`config.mk`:
```
export PLATFORM = sky130hd
export DESIGN_NAME = audio_clkgen_flat
export DESIGN_NICKNAME = d
export VERILOG_FILES = /design/src/rtl/audio_clk_pkg.sv /design/src/rtl/audio_clkgen_if.sv /design/src/rtl/clk_en_divider.sv /design/src/rtl/audio_clkgen.sv /design/src/flat_wrapper.sv
export SDC_FILE = /design/constraint.sdc
export NUM_CORES = 1
export LEC_CHECK = 0
export ABC_CLOCK_PERIOD_IN_PS = 3950
export CAP_MARGIN = 15
export CORE_UTILIZATION = 38
export DETAILED_ROUTE_END_ITERATION = 8
export PLACE_DENSITY = 0.66
export REMOVE_ABC_BUFFERS = 1
export SLEW_MARGIN = 25
export SYNTH_ARGS = -nofsm -noshare
export SYNTH_HDL_FRONTEND = slang
export SYNTH_HIERARCHICAL = 1
export SYNTH_SLANG_ARGS = --single-unit
```
`constraint.sdc`:
```
create_clock -name clk -period 3.95 [get_ports clk]
set_input_delay 0.5925 -clock clk [delete_from_list [all_inputs] [get_ports clk]]
set_output_delay 0.5925 -clock clk [all_outputs]
set_load 0.02 [all_outputs]
```
`src/rtl/audio_clk_pkg.sv`:
```
// rtl/audio_clk_pkg.sv - shared defaults and config clamp rules for audio_clkgen
package audio_clk_pkg;

  localparam int CFG_W_DEFAULT      = 8;
  localparam int MCLK_HALF_DEFAULT  = 4;
  localparam int SCLK_HALF_DEFAULT  = 2;
  localparam int FRAME_BITS_DEFAULT = 64;

  // A zero half-period would never terminate the counter, so it runs as 1.
  function automatic int unsigned clamp_half(input int unsigned v);
    return (v == 0) ? 32'd1 : v;
  endfunction

  // Frames need an even length of at least 2 so each lrck half is whole.
  function automatic int unsigned clamp_frame(input int unsigned v);
    int unsigned f;
    f = v & ~32'd1;
    return (f < 32'd2) ? 32'd2 : f;
  endfunction

endpackage

```
`src/rtl/audio_clkgen_if.sv`:
```
// rtl/audio_clkgen_if.sv - divider configuration bus for audio_clkgen
interface audio_clkgen_if import audio_clk_pkg::*; #(
  parameter int CFG_W = CFG_W_DEFAULT
);
  logic             cfg_ld;
  logic [CFG_W-1:0] cfg_mclk_half;
  logic [CFG_W-1:0] cfg_sclk_half;
  logic [CFG_W-1:0] cfg_frame_bits;
  logic             cfg_busy;

  modport master (
    output cfg_ld, cfg_mclk_half, cfg_sclk_half, cfg_frame_bits,
    input  cfg_busy
  );

  modport slave (
    input  cfg_ld, cfg_mclk_half, cfg_sclk_half, cfg_frame_bits,
    output cfg_busy
  );
endinterface

```
`src/rtl/clk_en_divider.sv`:
```
// rtl/clk_en_divider.sv - half-period counter on a tick enable with toggle output and edge strobes
module clk_en_divider import audio_clk_pkg::*; #(
  parameter int W = CFG_W_DEFAULT
) (
  input  logic         clk,
  input  logic         rst,
  input  logic         clr,
  input  logic         tick,
  input  logic [W-1:0] half,
  output logic         out,
  output logic         rise_stb,
  output logic         fall_stb,
  output logic         fall_now
);
  logic [W-1:0] cnt;
  logic         term;

  assign term     = (cnt == half - W'(1));
  // Combinational fall lets the next stage advance on the same clk edge.
  assign fall_now = tick & term & out;

  always_ff @(posedge clk) begin
    if (rst || clr) begin
      cnt      <= '0;
      out      <= 1'b0;
      rise_stb <= 1'b0;
      fall_stb <= 1'b0;
    end else begin
      rise_stb <= tick & term & ~out;
      fall_stb <= fall_now;
      if (tick) begin
        if (term) begin
          cnt <= '0;
          out <= ~out;
        end else begin
          cnt <= cnt + W'(1);
        end
      end
    end
  end
endmodule

```
`src/rtl/audio_clkgen.sv`:
```
// rtl/audio_clkgen.sv - clock-enable based mclk/sclk/lrck generator with frame-aligned reconfiguration
module audio_clkgen import audio_clk_pkg::*; #(
  parameter int CFG_W          = CFG_W_DEFAULT,
  parameter int MCLK_HALF_DEF  = MCLK_HALF_DEFAULT,
  parameter int SCLK_HALF_DEF  = SCLK_HALF_DEFAULT,
  parameter int FRAME_BITS_DEF = FRAME_BITS_DEFAULT
) (
  input  logic             clk,
  input  logic             rst,
  input  logic             en,
  audio_clkgen_if.slave    cfg,
  output logic             mclk,
  output logic             sclk,
  output logic             lrck,
  output logic             sclk_rise_stb,
  output logic             sclk_fall_stb,
  output logic             frame_stb,
  output logic [CFG_W-1:0] bit_idx
);
  localparam logic [CFG_W-1:0] DEF_M = CFG_W'(clamp_half($unsigned(MCLK_HALF_DEF)));
  localparam logic [CFG_W-1:0] DEF_S = CFG_W'(clamp_half($unsigned(SCLK_HALF_DEF)));
  localparam logic [CFG_W-1:0] DEF_F = CFG_W'(clamp_frame($unsigned(FRAME_BITS_DEF)));

  logic [CFG_W-1:0] act_m, act_s, act_f;
  logic [CFG_W-1:0] pend_m, pend_s, pend_f;
  logic [CFG_W-1:0] new_m, new_s, new_f;
  logic [CFG_W-1:0] lr_half;
  logic             busy, clr;
  logic             m_fall, s_fall, l_fall;
  logic             m_rise_stb, m_fall_stb, l_rise_stb;
  logic             unused_stb;

  assign new_m   = CFG_W'(clamp_half(32'(cfg.cfg_mclk_half)));
  assign new_s   = CFG_W'(clamp_half(32'(cfg.cfg_sclk_half)));
  assign new_f   = CFG_W'(clamp_frame(32'(cfg.cfg_frame_bits)));
  assign lr_half = act_f >> 1;

  // A load while stopped has no frame boundary to wait for, so it applies immediately.
  assign clr          = cfg.cfg_ld & ~en;
  assign cfg.cfg_busy = busy;
  assign unused_stb   = m_rise_stb ^ m_fall_stb ^ l_rise_stb;

  clk_en_divider #(.W(CFG_W)) u_mclk (
    .clk(clk), .rst(rst), .clr(clr), .tick(en), .half(act_m),
    .out(mclk), .rise_stb(m_rise_stb), .fall_stb(m_fall_stb), .fall_now(m_fall)
  );

  clk_en_divider #(.W(CFG_W)) u_sclk (
    .clk(clk), .rst(rst), .clr(clr), .tick(m_fall), .half(act_s),
    .out(sclk), .rise_stb(sclk_rise_stb), .fall_stb(sclk_fall_stb), .fall_now(s_fall)
  );

  clk_en_divider #(.W(CFG_W)) u_lrck (
    .clk(clk), .rst(rst), .clr(clr), .tick(s_fall), .half(lr_half),
    .out(lrck), .rise_stb(l_rise_stb), .fall_stb(frame_stb), .fall_now(l_fall)
  );

  always_ff @(posedge clk) begin
    if (rst || clr) begin
      bit_idx <= '0;
    end else if (s_fall) begin
      bit_idx <= (bit_idx == act_f - CFG_W'(1)) ? '0 : bit_idx + CFG_W'(1);
    end
  end

  // On the lrck fall every counter wraps to 0 by itself, so swapping the
  // active values on that edge restarts the new timing cleanly. A load on
  // the same edge lands in the shadow and waits for the next boundary.
  always_ff @(posedge clk) begin
    if (rst) begin
      act_m  <= DEF_M;
      act_s  <= DEF_S;
      act_f  <= DEF_F;
      pend_m <= '0;
      pend_s <= '0;
      pend_f <= '0;
      busy   <= 1'b0;
    end else if (clr) begin
      act_m <= new_m;
      act_s <= new_s;
      act_f <= new_f;
      busy  <= 1'b0;
    end else begin
      if (l_fall && busy) begin
        act_m <= pend_m;
        act_s <= pend_s;
        act_f <= pend_f;
        busy  <= 1'b0;
      end
      if (cfg.cfg_ld) begin
        pend_m <= new_m;
        pend_s <= new_s;
        pend_f <= new_f;
        busy   <= 1'b1;
      end
    end
  end
endmodule

```
`src/flat_wrapper.sv`:
```
// flat-port wrapper written by rule: the top's interface ports become plain ports
module audio_clkgen_flat import audio_clk_pkg::*;
#(
  parameter int CFG_W          = CFG_W_DEFAULT,
  parameter int MCLK_HALF_DEF  = MCLK_HALF_DEFAULT,
  parameter int SCLK_HALF_DEF  = SCLK_HALF_DEFAULT,
  parameter int FRAME_BITS_DEF = FRAME_BITS_DEFAULT
)
  (clk, rst, en, mclk, sclk, lrck, sclk_rise_stb, sclk_fall_stb, frame_stb, bit_idx, cfg_cfg_ld, cfg_cfg_mclk_half, cfg_cfg_sclk_half, cfg_cfg_frame_bits, cfg_cfg_busy);
  audio_clkgen_if #(.CFG_W(CFG_W)) cfg_i ();
  input  logic clk;
  input  logic rst;
  input  logic en;
  output logic mclk;
  output logic sclk;
  output logic lrck;
  output logic sclk_rise_stb;
  output logic sclk_fall_stb;
  output logic frame_stb;
  output logic [CFG_W-1:0] bit_idx;
  input wire logic [$bits(cfg_i.cfg_ld)-1:0] cfg_cfg_ld;
  input wire logic [$bits(cfg_i.cfg_mclk_half)-1:0] cfg_cfg_mclk_half;
  input wire logic [$bits(cfg_i.cfg_sclk_half)-1:0] cfg_cfg_sclk_half;
  input wire logic [$bits(cfg_i.cfg_frame_bits)-1:0] cfg_cfg_frame_bits;
  output wire logic [$bits(cfg_i.cfg_busy)-1:0] cfg_cfg_busy;
  assign cfg_i.cfg_ld = cfg_cfg_ld;
  assign cfg_i.cfg_mclk_half = cfg_cfg_mclk_half;
  assign cfg_i.cfg_sclk_half = cfg_cfg_sclk_half;
  assign cfg_i.cfg_frame_bits = cfg_cfg_frame_bits;
  assign cfg_cfg_busy = cfg_i.cfg_busy;
  audio_clkgen #(.CFG_W(CFG_W), .MCLK_HALF_DEF(MCLK_HALF_DEF), .SCLK_HALF_DEF(SCLK_HALF_DEF), .FRAME_BITS_DEF(FRAME_BITS_DEF)) u_core (.clk(clk), .rst(rst), .en(en), .cfg(cfg_i), .mclk(mclk), .sclk(sclk), .lrck(lrck), .sclk_rise_stb(sclk_rise_stb), .sclk_fall_stb(sclk_fall_stb), .frame_stb(frame_stb), .bit_idx(bit_idx));
endmodule
```
# --- Yosys cells after proc, flatten, opt, wreduce, memory -nomap -nowiden ---
# Index checks and enable logic that the tools add are counted.
word_totals:
  wordCells: 69
  regBits: 87
  out_inout_bits: 15
classes:
  mux: 15
  eq_ne: 4
  bitwise: 13
  addsub: 8
  n_reduce_logical: 11
  order_cmp: 1
ops:
  columns: ["operator", "count"]
  rows:
  - ["8-bit 2-to-1 mux", 13]
  - ["8-bit by 1-bit adder with 8-bit output (second input constant)", 4]
  - ["8-bit equality test", 4]
  - ["8-bit by 1-bit subtractor with 8-bit output (second input constant)", 3]
  - ["8-bit logical NOT", 2]
  - ["1-bit bitwise AND", 8]
  - ["8-bit by 2-bit less-than comparator with 1-bit output (second input constant)", 1]
  - ["2-bit AND reduction", 4]
  - ["7-bit by 1-bit subtractor with 8-bit output (second input constant)", 1]
  - ["1-bit NOT", 5]
  - ["2-bit nonzero test", 2]
  - ["1-bit 2-to-1 mux", 2]
  - ["2-bit OR reduction", 1]
  - ["1-bit logical AND", 1]
  - ["1-bit logical OR", 1]

# --- Longest topological paths before layout ---
# Gate-level depths: netlist (run 1).
logic_depth:
  word_depth: 11
  mapped_depth: 19

# --- Cells and area by module ---
# Netlist (run 1), hierarchy kept.
by_module_without_submodules:
  columns: ["mod", "area_each_um2", "instances", "seq_area_each_um2", "cells_each"]
  rows:
  - ["audio_clkgen", 2483.6, 1, 1101.1, 305]
  - ["clk_en_divider", 827.0, 3, 220.2, 100]

# --- Least setup slack after synthesis (run 1) ---
# No wires, ideal clock.
synth_timing:
  path_kind: "reg2reg"
  from: "reg u_core.act_m[0]"
  to: "reg u_core.act_f[3]"
  path_slack_ns: -0.163
  setup_time_ns: 0.091
  path_stages_with_launch: 19
  t_arrival_ns: 4.022
  t_required_ns: 3.859
  path_cell_list: "dfxtp_1 > inv_1 > ha_1 > xnor2_1 > a211oi_1 > nand4b_1 > a2111oi_2 > buf_4 > and3_1 > buf_2 > clkbuf_1 > and3_1 > buf_2 > clkbuf_1 > and3_1 > clkbuf_1 > buf_1 > nand3_1 > a311oi_1"
synth_via:
  elab_chain_cells: 10
synth_lines:
  columns: ["item", "line_no", "source"]
  rows:
  - ["start: declaration", "audio_clkgen.sv:24", "logic [CFG_W-1:0] act_m, act_s, act_f;"]
  - ["start signal: assignment", "audio_clkgen.sv:79", "act_m <= new_m;"]
  - ["start signal: assignment", "audio_clkgen.sv:85", "act_m <= pend_m;"]
  - ["8-bit by 1-bit subtractor with 8-bit output", "clk_en_divider.sv:18", "assign term = (cnt == half - W'(1));"]
  - ["8-bit equality test", "clk_en_divider.sv:18", null]
  - ["1-bit bitwise AND", null, null]
  - ["1-bit bitwise AND", "clk_en_divider.sv:20", "assign fall_now = tick & term & out;"]
  - ["net u_core.m_fall", "audio_clkgen.sv:29", "logic m_fall, s_fall, l_fall;"]
  - ["1-bit bitwise AND (2 in series)", "clk_en_divider.sv:20", null]
  - ["net u_core.s_fall", "audio_clkgen.sv:29", null]
  - ["1-bit bitwise AND", null, null]
  - ["1-bit bitwise AND", "clk_en_divider.sv:20", null]
  - ["net u_core.l_fall", "audio_clkgen.sv:29", null]
  - ["1-bit logical AND", "audio_clkgen.sv:84", "if (l_fall && busy) begin"]
  - ["2-bit nonzero test (no line)", null, null]
  - ["end signal: assignment", "audio_clkgen.sv:81", "act_f <= new_f;"]
  - ["end signal: assignment", "audio_clkgen.sv:87", "act_f <= pend_f;"]
  - ["end: declaration", "audio_clkgen.sv:24", null]
# The timed path passes the listed nets, and every way through them passes these cells.
# A chain may end at the register's enable or synchronous reset.

# --- Worst setup path after layout (run 1) ---
layout_timing:
  from: "reg u_core.act_m[0]"
  to: "reg u_core.bit_idx[6]"
layout_via:
  elab_chain_cells: 6
layout_lines:
  columns: ["item", "line_no", "source"]
  rows:
  - ["8-bit by 1-bit subtractor with 8-bit output", "clk_en_divider.sv:18", null]
  - ["8-bit equality test", "clk_en_divider.sv:18", null]
  - ["1-bit bitwise AND", null, null]
  - ["1-bit bitwise AND", "clk_en_divider.sv:20", null]
  - ["net u_core.m_fall", "audio_clkgen.sv:29", null]
  - ["1-bit bitwise AND (2 in series)", "clk_en_divider.sv:20", null]
  - ["net u_core.s_fall", "audio_clkgen.sv:29", null]
  - ["end signal: assignment", "audio_clkgen.sv:62", "bit_idx <= (bit_idx == act_f - CFG_W'(1)) ? '0 : bit_idx + CFG_W'(1);"]
  - ["end: declaration", "audio_clkgen.sv:18", "output logic [CFG_W-1:0] bit_idx"]
# The timed path passes the listed nets, and every way through them passes these cells.

==> run metrics, run 1 <==
Reg-to-Reg Start u_core/act_m[0]; Combinational Power Share 11.6%; Slew Limit Fails 0; All-Layer GR Usage 18.3%; n_diodes 0; WL per Instance 14.3 um; # Post-CTS Setup Buffers 0; clock power share 45.5%; critical path class reg2reg; most common cell after layout, fill and taps aside nand2_1; register share of total power 42.9%; vias in the first global route 4,169; crit-path cells inv_1 > ha_1 > xnor2_1 > a211oi_1 > nand4b_1 > a2111oi_2 > and3_1 > and3_1 > buf_4 > nand3_1 > a2111oi_4 > a311oi_1; initial antenna violation count 0; Finished Cell Area 5730 um^2; r2r setup slk 0.43 ns; DIE AREA 13,300 um^2; family with the most delay on the worst path compound AO/OA/AOI/OAI gates; core area 12,300 um^2; DRC 0; RSZ-0062 raised after global routing false; crit path capture u_core/bit_idx[6]; number of fill cells 1,213; max-capacitance violation count 0; CP endpoint kind flop; HPWL after detailed placement 7940 um; power per cell area 375 nW/um^2; First-pass DRT Iterations 4; VDD IR max 0.000219 V; # rows 40; Initial Utilization 39.7%; antenna-violating nets left 0; PortBufs 41; CP Buf/Inv Count 2; slowest CP cell a2111oi_4; Fin. Hold Viols 0; Critical Path Start Type flop; crit path from u_core/act_m[0]; sw frac 24.8%; Post-Route WL 11,400 um; Max-Slew Margin vs Limit 34.5%; Ys Warns 6; vias per std cell 5.46; CTS Sinks 85; CTS Buf Count 9; Multi-input gate area 2930 um^2; Net Switching 532 uW; Tightest Pin Transition 0.982 ns; Tcrit/Tclk final 89.2%; Crit Path Max Fanout 22; Die Wd 115 um; Worst Path Arrival 3.71 ns; P_int 1.62 mW; 1st-iter DRT viols 288; largest net degree at the start of global routing 42; P_leak 1.95 nW; critical path depth 12; grt ovf 0; Final #Nets 658; syn_area_per_cell 8.13 um^2; Crit path required time 4.14 ns; Tmin final 3.52 ns; Reg2Reg Depth 12; hold depth 2; post-synthesis instance total 599; instance area after placement 5380 um^2; post-layout util 46.7%; clock buffer depth 2; Worst Hold Class reg2reg; Die H 115 um; CTS tree done; Finish-stage setup viols 0; sequential cell area 1700 um^2; GP Congestion 0.826; DR vias 4,340; IO Count 43; first-pass GRT wire length 19,400 um; most frequent cells in the layout 87 x nand2_1, 85 x dfxtp_1, 49 x a21oi_1, 41 x nor2_1, 40 x clkdlybuf4s50_1; layout cells sized above 1 9.09%; P&R area growth vs syn 17.6%; CP max stage delay 0.53 ns; most used cell, CP and3_1; CTS clock-pin slew for the worst setup and hold paths 0.06 ns; Cell Area, Synth 4870 um^2; total design power 2.15 mW; Peak Freq 0.284 GHz; H-tree depth 3; status complete, no violations; root buf cell clkbuf_16; Reg2Reg Capture Point u_core/bit_idx[6]; later-pin clock latency in the skew report 0.34 ns; Clock Skew 0.00840 ns
## power groups by stage
stage	Sequential (mW)	Combinational, mW	Clock, mW
floorplan	0.935	0.157	0
global placement	0.939	0.240	0
detailed placement	0.941	0.247	0
CTS	0.922	0.249	0.998
global route	0.926	0.277	1.03
finish	0.922	0.248	0.978
## cell type report
class / count / area share, %
Tap cell: 168 / 3.67
Multi-Input combinational cell: 462 / 51.2
Timing Repair Buffer: 53 / 8.65
Inverter: 11 / 0.721
Sequential cell: 85 / 29.7
Clock inverter: 7 / 2.10
Clock buffer: 9 / 3.93
## metal layers
metal,wire length (um),vias to the layer above,global-route usage (%),share of wire (%)
met2,5530,69,30.7,49
met3,403,12,4.53,3.5
li1,-,2201,-,-
met1,5300,2058,22.8,47
met4,148,0,6.67,1.3
met5,0,-,0,0
## state kept, by name (all words and copies together), names as in the netlist
name                    cells
u_core/act_f                7
u_core/act_m                8
u_core/act_s                8
u_core/bit_idx              8
u_core/cfg.cfg_busy         1
u_core/pend_f               7
u_core/pend_m               8
u_core/pend_s               8
u_core/u_lrck/cnt           8
u_core/u_lrck/fall_stb      1
u_core/u_lrck/out           1
u_core/u_mclk/cnt           8
u_core/u_mclk/out           1
u_core/u_sclk/cnt           8
u_core/u_sclk/fall_stb      1
u_core/u_sclk/out           1
u_core/u_sclk/rise_stb      1
## through the flow
stage / std cells / worst slack (ns) / TNS [ns] / hold slack, ns
final: 795 / 0.427 / 0 / 0.454
after global routing: 795 / 0.191 / 0 / 0.468
after CTS: 795 / 0.324 / 0 / 0.456
after detailed placement: 779 / 0.331 / 0 / 0.447
after global placement: 779 / 0.382 / 0 / 0.441
after floorplan: 558 / -0.725 / -11.05 / 0.430
## worst register-to-register path: cells and delay by family (launching register included)
kind	cells	cell delay (ns)
DFF	1	0.40
and+or+nand+nor	4	0.84
xor gates and xnor gates	1	0.14
buffers and inverters	2	0.32
adders and majority gates	1	0.30
AOI/OAI and AO/OA	4	1.37
## worst min path at each step
| stage | startpoint | endpoint |
|---|---|---|
| floorplan | u_core/pend_f[6] | u_core/pend_f[6] |
| global placement | u_core/pend_m[2] | u_core/pend_m[2] |
| detailed placement | u_core/pend_m[3] | u_core/pend_m[3] |
| CTS | u_core/pend_m[3] | u_core/pend_m[3] |
| global route | u_core/pend_f[4] | u_core/pend_f[4] |
| finish | u_core/pend_f[6] | u_core/pend_f[6] |
## repair_timing
action	4_1_cts	5_1_grt
resized for setup	0	1
endpoints found under the setup margin	0	1
hold buffers	0	0
Power figures use the tool's default switching activity.
==> run 2: changes to the inputs <==
--- a/config.mk
+++ b/config.mk
@@ -9,6 +9,7 @@
 export CAP_MARGIN = 15
 export CORE_UTILIZATION = 38
 export DETAILED_ROUTE_END_ITERATION = 8
+export MAX_ROUTING_LAYER = met4
 export PLACE_DENSITY = 0.66
 export REMOVE_ABC_BUFFERS = 1
 export SLEW_MARGIN = 25
==> run 2 against run 1 <==
Effect of this change: power hardly changed; final area unchanged; via count grew 0.48%; register-to-register slack is essentially flat; combinational power hardly changed; core utilization did not move; final cell count unchanged; clock skew about the same; non-clock buffer count unchanged; first-iteration DRC count shrank 3.5%; critical path type unchanged; largest cell class unchanged.
==> run metrics, run 2 (synthesis results as in run 1) <==
Final WS setup 0.426 ns (-0.00178 ns); slowest CP cell a2111oi_4; P&R area growth vs syn 17.6% (unchanged); Crit path required time 4.14 ns (about the same); total design power 2.15 mW (about the same); r2r setup slk 0.43 ns (about the same); Tightest Pin Transition 0.984 ns (+0.00150 ns); most common cell after layout, fill and taps aside nand2_1; Die H 115 um (unchanged); initial antenna violation count 0 (unchanged); root buf cell clkbuf_16; IO Count 43 (unchanged); crit-path cells inv_1 > ha_1 > xnor2_1 > a211oi_1 > nand4b_1 > a2111oi_2 > and3_1 > and3_1 > buf_4 > nand3_1 > a2111oi_4 > a311oi_1; DIE AREA 13,300 um^2 (unchanged); CP max stage delay 0.54 ns (about the same); P_leak 1.95 nW (unchanged); most used cell, CP and3_1; Inst Count DP 779 (unchanged); first-pass GRT wire length 19,400 um (+0.18%); CTS tree done; vias in the first global route 4,156 (-0.31%); Die Wd 115 um (unchanged); All-Layer GR Usage 18.9% (+0.59 points); DR vias 4,361 (+0.48%); Crit Path Max Fanout 22 (unchanged); status complete, no violations; Worst Path Arrival 3.71 ns (about the same); WL per Instance 14.3 um (+0.18%); Fin. Hold Viols 0 (unchanged); Tmin final 3.52 ns (+0.00178 ns); n_diodes 0 (unchanged); Reg-to-Reg Start u_core/act_m[0]; H-tree depth 3 (unchanged); Critical Path Start Type flop; # Post-CTS Setup Buffers 0 (unchanged); CTS Buf Count 9 (unchanged); fin cells 795 (unchanged); crit path from u_core/act_m[0]; clock buffer depth 2 (unchanged); Max-Slew Margin vs Limit 34.4% (-0.10 points); later-pin clock latency in the skew report 0.34 ns (about the same); Worst Hold Class reg2reg; vias per std cell 5.49 (+0.48%); PortBufs 41 (unchanged); power per cell area 375 nW/um^2 (about the same); max-capacitance violation count 0 (unchanged); DRC 0 (unchanged); critical path class reg2reg; Post-Route WL 11,400 um (+0.18%); GP Congestion 0.839 (+1.5%); Tcrit/Tclk final 89.2% (about the same); Reg2Reg Capture Point u_core/bit_idx[6]; CTS Sinks 85 (unchanged); Finish-stage setup viols 0 (unchanged); First-pass DRT Iterations 4 (unchanged); Initial Utilization 39.7% (unchanged); CTS clock-pin slew for the worst setup and hold paths 0.06 ns (about the same); CP endpoint kind flop; largest net degree at the start of global routing 42 (unchanged); HPWL after detailed placement 7940 um (unchanged); antenna-violating nets left 0 (unchanged); layout cells sized above 1 9.09% (unchanged); Clock Skew 0.00817 ns (-0.000229 ns); VDD IR max 0.000221 V (+0.80%); hold_ws 0.454 ns (+0.00000200 ns); Peak Freq 0.284 GHz (about the same); Final #Nets 658 (unchanged); grt ovf 0 (unchanged); pre-CTS WS 0.331 ns (unchanged); most frequent cells in the layout 87 x nand2_1, 85 x dfxtp_1, 49 x a21oi_1, 41 x nor2_1, 40 x clkdlybuf4s50_1; core area 12,300 um^2 (unchanged); RSZ-0062 raised after global routing false; crit path capture u_core/bit_idx[6]; Slew Limit Fails 0 (unchanged); 1st-iter DRT viols 278 (-3.5%); Reg2Reg Depth 12 (unchanged); # rows 40 (unchanged)
-- run 2: area by class of cell --
cell class                      instances  area, um^2
Inverter                               11        41.3
Clock buffer                            9         225
Tap cell                              168         210
Clock inverter                          7         120
Sequential cell                        85        1700
Timing Repair Buffer                   53         495
Multi-Input combinational cell        462        2930
Fill cell                            1213        6530
-- run 2: how the worst min path moves through the flow --
stage               slack (ns)        startpoint  depth (start not counted)                to
CTS                       0.46  u_core/pend_m[3]                          2  u_core/pend_m[3]
detailed placement        0.45  u_core/pend_m[3]                          2  u_core/pend_m[3]
global route              0.47  u_core/pend_f[4]                          2  u_core/pend_f[4]
finish                    0.45  u_core/pend_f[6]                          2  u_core/pend_f[6]
global placement          0.44  u_core/pend_m[2]                          2  u_core/pend_m[2]
floorplan                 0.43  u_core/pend_f[6]                          2  u_core/pend_f[6]
-- run 2: metal layers --
layer | global-route usage (%) | part of all wire, %
met1 | 22.8 | 46
met2 | 30.7 | 48
met3 | 4.53 | 4.2
met4 | 6.67 | 1.3
met5 | - | 0
-- run 2: critical path, delay by kind of cell (launching register included) --
kind            cells  cell delay (ns)
simple gates        4             0.83
buf+inv             2             0.32
xor+xnor            1             0.14
flops               1             0.40
fa+ha+maj           1             0.30
compound gates      4             1.38
-- run 2: what timing repair did --
| item | 4_1_cts | 5_1_grt |
|---|---|---|
| hold buffers | 0 | 0 |
| endpoints found under the setup margin | 0 | 1 |
| resized for setup | 0 | 1 |
-- run 2: per-stage QoR --
stage	utilization (%)	cell area, um^2	TNS (ns)
floorplan	-	4670	-11.05
global placement	43.9	5380	0
detailed placement	43.9	5380	0
global route	46.7	5730	0
CTS	46.7	5730	0
finish	46.7	5730	0
-- run 2: power by group --
group / leakage (nW) / total [mW] / internal (mW) / switching [mW]
combinational: 1.09 / 0.248 / 0.109 / 0.140
clock: 0.166 / 0.978 / 0.621 / 0.357
sequential: 0.693 / 0.922 / 0.886 / 0.0358
